### config.mk
export PLATFORM = sky130hd
export DESIGN_NAME = apb_master_bridge
export DESIGN_NICKNAME = d
export VERILOG_FILES = /design/src/rtl/apb_master_bridge.sv
export SDC_FILE = /design/constraint.sdc
export NUM_CORES = 1
export LEC_CHECK = 0
export CAP_MARGIN = 20
export CELL_PAD_IN_SITES_DETAIL_PLACEMENT = 0
export CELL_PAD_IN_SITES_GLOBAL_PLACEMENT = 1
export CORE_MARGIN = 2
export CORE_UTILIZATION = 23
export CTS_BUF_LIST = sky130_fd_sc_hd__clkbuf_16
export DETAILED_ROUTE_END_ITERATION = 10
export GPL_TIMING_DRIVEN = 0
export PLACE_DENSITY = 0.74
export SLEW_MARGIN = 15
export SYNTH_ARGS = -nofsm -noshare
export SYNTH_HDL_FRONTEND = slang
export SYNTH_SLANG_ARGS = --single-unit
### constraint.sdc
create_clock -name PCLK -period 1.7 [get_ports PCLK]
set_clock_uncertainty 0.2 [all_clocks]
set_input_delay 0.17 -clock PCLK [delete_from_list [all_inputs] [get_ports PCLK]]
set_output_delay 0.17 -clock PCLK [all_outputs]
set_load 0.005 [all_outputs]
### src/rtl/apb_master_bridge.sv
// Single-master APB bridge: turns one-cycle core requests into APB SETUP/ACCESS
// transfers on one of four slots, with decode-miss and timeout termination.
module apb_master_bridge #(
    parameter int unsigned NUM_SLV = 4,
    parameter logic [31:0] BASE    = 32'h1000_0000,
    parameter int unsigned TIMEOUT = 255
) (
    input  logic               PCLK,
    input  logic               PRESET,
    input  logic               req,
    input  logic               we,
    input  logic [31:0]        addr,
    input  logic [31:0]        wdata,
    output logic [31:0]        rdata,
    output logic               ready,
    output logic               err,
    output logic               busy,
    output logic [31:0]        PADDR,
    output logic               PWRITE,
    output logic [31:0]        PWDATA,
    output logic               PENABLE,
    output logic [NUM_SLV-1:0] PSEL,
    input  logic [31:0]        PRDATA0,
    input  logic [31:0]        PRDATA1,
    input  logic [31:0]        PRDATA2,
    input  logic [31:0]        PRDATA3,
    input  logic               PREADY0,
    input  logic               PREADY1,
    input  logic               PREADY2,
    input  logic               PREADY3
);

    localparam int unsigned AW = 32;
    localparam int unsigned DW = 32;
    localparam int unsigned CW = 8;

    typedef enum logic [1:0] {
        ST_IDLE   = 2'd0,
        ST_SETUP  = 2'd1,
        ST_ACCESS = 2'd2
    } state_e;

    state_e             state_q, state_d;
    logic [AW-1:0]      paddr_q, paddr_d;
    logic               pwrite_q, pwrite_d;
    logic [DW-1:0]      pwdata_q, pwdata_d;
    logic               penable_q, penable_d;
    logic [NUM_SLV-1:0] psel_q, psel_d;
    logic [CW-1:0]      cnt_q, cnt_d;
    logic [DW-1:0]      rdata_q, rdata_d;
    logic               ready_q, ready_d;
    logic               err_q, err_d;
    logic               busy_q, busy_d;

    logic               addr_hit;
    logic               sel_pready;
    logic [DW-1:0]      sel_prdata;

    assign addr_hit = (addr[31:14] == BASE[31:14]);

    // Only the addressed slot's response is visible; the latched PADDR holds the slot index.
    always_comb begin
        sel_pready = 1'b0;
        sel_prdata = '0;
        case (paddr_q[13:12])
            2'd0:    begin sel_pready = PREADY0; sel_prdata = PRDATA0; end
            2'd1:    begin sel_pready = PREADY1; sel_prdata = PRDATA1; end
            2'd2:    begin sel_pready = PREADY2; sel_prdata = PRDATA2; end
            default: begin sel_pready = PREADY3; sel_prdata = PRDATA3; end
        endcase
    end

    // Next-state and registered-output computation.
    always_comb begin
        state_d   = state_q;
        paddr_d   = paddr_q;
        pwrite_d  = pwrite_q;
        pwdata_d  = pwdata_q;
        penable_d = 1'b0;
        psel_d    = psel_q;
        cnt_d     = cnt_q;
        rdata_d   = '0;
        ready_d   = 1'b0;
        err_d     = 1'b0;

        case (state_q)
            ST_IDLE: begin
                psel_d = '0;
                if (req) begin
                    paddr_d  = addr;
                    pwrite_d = we;
                    pwdata_d = wdata;
                    if (addr_hit) begin
                        state_d = ST_SETUP;
                        psel_d  = NUM_SLV'(1) << addr[13:12];
                    end else begin
                        ready_d = 1'b1;
                        err_d   = 1'b1;
                    end
                end
            end
            ST_SETUP: begin
                state_d   = ST_ACCESS;
                penable_d = 1'b1;
                cnt_d     = '0;
            end
            ST_ACCESS: begin
                penable_d = 1'b1;
                // A PREADY arriving in the final allowed cycle still completes normally.
                if (sel_pready) begin
                    state_d   = ST_IDLE;
                    psel_d    = '0;
                    penable_d = 1'b0;
                    ready_d   = 1'b1;
                    rdata_d   = pwrite_q ? '0 : sel_prdata;
                end else if (cnt_q == CW'(TIMEOUT)) begin
                    state_d   = ST_IDLE;
                    psel_d    = '0;
                    penable_d = 1'b0;
                    ready_d   = 1'b1;
                    err_d     = 1'b1;
                end else begin
                    cnt_d = cnt_q + CW'(1);
                end
            end
            default: begin
                state_d = ST_IDLE;
                psel_d  = '0;
            end
        endcase

        busy_d = (state_d != ST_IDLE);
    end

    always_ff @(posedge PCLK) begin
        if (PRESET) begin
            state_q   <= ST_IDLE;
            paddr_q   <= '0;
            pwrite_q  <= 1'b0;
            pwdata_q  <= '0;
            penable_q <= 1'b0;
            psel_q    <= '0;
            cnt_q     <= '0;
            rdata_q   <= '0;
            ready_q   <= 1'b0;
            err_q     <= 1'b0;
            busy_q    <= 1'b0;
        end else begin
            state_q   <= state_d;
            paddr_q   <= paddr_d;
            pwrite_q  <= pwrite_d;
            pwdata_q  <= pwdata_d;
            penable_q <= penable_d;
            psel_q    <= psel_d;
            cnt_q     <= cnt_d;
            rdata_q   <= rdata_d;
            ready_q   <= ready_d;
            err_q     <= err_d;
            busy_q    <= busy_d;
        end
    end

    assign PADDR   = paddr_q;
    assign PWRITE  = pwrite_q;
    assign PWDATA  = pwdata_q;
    assign PENABLE = penable_q;
    assign PSEL    = psel_q;
    assign rdata   = rdata_q;
    assign ready   = ready_q;
    assign err     = err_q;
    assign busy    = busy_q;

endmodule

==> results.tsv <==
stage	metric	value	unit
global_routing	grt_start_max_net_pins	17	
logic_synthesis	synth.area.top_cells	dfxtp_1 47%, mux4_2 15%, nand2_1 11%	
sta	setup_slack	-0.2109	ns
logic_synthesis	synth_fp_nets	721	
clocking	cts_hold_buf	0	
clocking	clock_path_buffers	2	
sta	fin_crit_sh	1.124	
finish	areaGrowthSynthToFinish	95.83	%
logic_synthesis	yosysSeqAreaShare	0.4711	
logic_synthesis	syn-instance-count	516	
logic_synthesis	synthesis.area	4887	µm²
floorplan	die_h	149.8	µm
run_status	status	complete, but fails checks	
clocking	clock_latency	0.42	ns
route	first_iter_violations	189	
placement	place_congestion	0.8001	
clocking	path_clk_slew	0.06	ns
finish	drive_gt1_frac	0.1975	
setup_path	cp_max_fo	5	
setup_path	cp-end-kind	register	
clocking	cts_buffers	17	
route	vias	5086	
power_and_ir_drop	irDropWorstVdd	0.0007334	V
finish	instances_no_fill	1157	
logic_synthesis	async_reset_ff_frac	0	
placement	dp_hpwl	15160	µm
sta	worstMarginPinSlew	0.6892	ns
logic_synthesis	netlist.area_leader.share	0.4711	
logic_synthesis	dominantRegCellSynth	dfxtp_1	
finish	mostFrequentLayoutCells	283 x clkdlybuf4s50_1, 134 x nand2_1, 105 x dfxtp_1, 74 x a21oi_1, 32 x mux4_2	
global_routing	grt_usage	0.1750	
route	ant_nets	0	
route	drtPass1Iterations	4	
floorplan	pin_count	305	
floorplan	initial_utilization	0.2332	
power_and_ir_drop	p_leak	3.776	nW
global_routing	grt_pass1_wl	29100	µm
setup_path	path_class	input port to register	
setup_path	cp.arrival	2.06	ns
route	wl_met2	10200	µm
logic_synthesis	synth_cell_types	40	
logic_synthesis	yosysWarnings	0	
route	drt-met1-wl	7391	µm
floorplan	core-area	20960	µm²
clocking	cts_tree	built	
flow_run	cap_violations	0	
route	dr.max_layer_used	met4	
sta	fin_hold_ws	0.09578	ns
route	vias_per_cell	4.396	
finish	finish.utilization	0.4567	
route	wire_per_inst	17.32	µm
sta	min_period	1.911	ns
placement	dp_slack	-0.6317	ns
clocking	cts-htree-levels	4	
global_routing	antenna_found_initial	1	
sta	maxSlewHeadroom	0.5405	
clocking	cts.sinks	115	
run_status	violations	setup timing	
floorplan	die_w	149.8	µm
route	met3_length	2177	µm
setup_path	start_kind	input port	
logic_synthesis	synth-edff-count	0	
worst_hold_path	hp-class	input port to register	
sta	setup_viol	40	
sta	finalHoldViolCount	0	
power_and_ir_drop	p_total	7.740	mW
logic_synthesis	syn_area_per_cell	9.471	µm²
logic_synthesis	synth_top_cell_by_area	dfxtp_1	
global_routing	grt_pass1_vias	5101	
power_and_ir_drop	power_density	808.8	nW/µm²
clocking	clock-root-buffer	clkbuf_16	
finish	layout_commonest_cell	clkdlybuf4s50_1	
global_routing	gr-total-overflow	0	
placement	dp.cells	1094	
floorplan	fp-row-count	53	
sta	drv_slew	0	
logic_synthesis	synth_seq_cells	115	
finish	num-nets-final	1073	
floorplan	die_area	22430	µm²
placement	port_buffers	303	
setup_path	crit_required	1.85	ns
sta	fmax	0.5233	GHz
route	drc_errors	0	
sta	rsz0062_at_grt	true	
route	routed_wl	20040	µm
finish	n_fill_cell	2052	
-- final cells by class --
type                    count  area [µm²]  area share
plain buffers              33       319.1     0.03334
diodes                      1       2.502   0.0002615
well taps                 275       344.1     0.03595
clock inverters            15       190.2     0.01987
repair buffers            336        3357      0.3508
inverters                   4       15.01    0.001569
clock buffers              17       425.4     0.04445
flip-flops and latches    115        2327      0.2432
multi-input cells         361        2590      0.2706
-- worst max-delay path, stage by stage --
cell	delay, ns
clkdlybuf4s50_1	0.42
nor4_1	0.36
nand4b_1	0.35
nor4_2	0.47
nand3b_1	0.15
a21oi_2	0.13
-- kinds of logic (layout without fill, tap and decap cells) --
group / count (synthesis) / after routing / share of synthesized area
AO/OA/AOI/OAI: 103 / 103 / 0.1196
other: 0 / 1 / 0
AND/OR/NAND/NOR: 218 / 218 / 0.2063
adder cells (fa/ha/maj): 5 / 5 / 0.01280
multiplexers: 34 / 34 / 0.1534
flip-flops: 115 / 115 / 0.4711
XOR/XNOR: 1 / 1 / 0.001792
buffers and inverters: 40 / 405 / 0.03507
-- stage by stage --
stage          cell area, µm²  TNS [ns]
2_1_floorplan            4980   -0.2535
3_3_place_gp             8357    -38.52
3_5_place_dp             8357    -38.61
4_1_cts                  9402    -4.051
5_1_grt                  9570    -4.336
6_report                 9570    -2.029
-- synth_stat cells (2+ instances only) --
| library cell | number |
|---|---|
| a21oi_1 | 80 |
| and2_1 | 2 |
| and2b_1 | 12 |
| and3_1 | 2 |
| buf_1 | 4 |
| buf_2 | 5 |
| buf_6 | 2 |
| clkbuf_1 | 25 |
| dfxtp_1 | 115 |
| ha_1 | 5 |
| inv_1 | 4 |
| mux4_2 | 32 |
| nand2_1 | 137 |
| nand2b_1 | 2 |
| nand3_1 | 8 |
| nand3b_1 | 2 |
| nand4_1 | 2 |
| nor2_1 | 14 |
| nor2b_1 | 21 |
| nor3_1 | 4 |
| nor3_2 | 3 |
| nor4_1 | 5 |
| o211ai_1 | 2 |
| o21ai_0 | 11 |
| o21bai_1 | 2 |
-- final timing paths --
check / start / endpoint / slack [ns] / cells after the start
hold / removal: wdata[16] / PWDATA[16]$_SDFFE_PP0P_ / 0.1 / 3
setup reg to reg: PADDR[13]$_SDFFE_PP0P_ / cnt_q[3]$_SDFFE_PP0P_ / -0.13 / 6
setup / recovery: addr[18] / PSEL[0]$_SDFFE_PP0P_ / -0.21 / 6
hold reg to reg: PWDATA[5]$_SDFFE_PP0P_ / PWDATA[5]$_SDFFE_PP0P_ / 0.25 / 2
-- per-layer routing --
layer  up-vias  track usage
li1       2496            -
met1      2366       0.1845
met3        18      0.08018
met2       206       0.3106
met5         -            0
met4         0      0.05519
-- what timing repair did --
item,4_1_cts,5_1_grt
buffers inserted,23,8
endpoints found under the setup margin,118,123
pin swaps,11,13
resized for setup,75,56
cloned,3,0
-- flip-flops by register name, summed over array words and instances, names as in the netlist, 2 cells and up --
register,flops
cnt_q,8
PADDR,32
state_q,2
PWDATA,32
PSEL,4
rdata,32
-- power breakdown --
group | switching [mW] | total [mW] | leakage, nW | internal, mW
registers | 0.0448 | 2.82 | 0.946 | 2.78
clock network | 1.32 | 3.75 | 0.288 | 2.43
logic | 0.380 | 1.16 | 2.54 | 0.785
total | 1.75 | 7.74 | 3.78 | 5.99
Power figures use the tool's default switching activity.
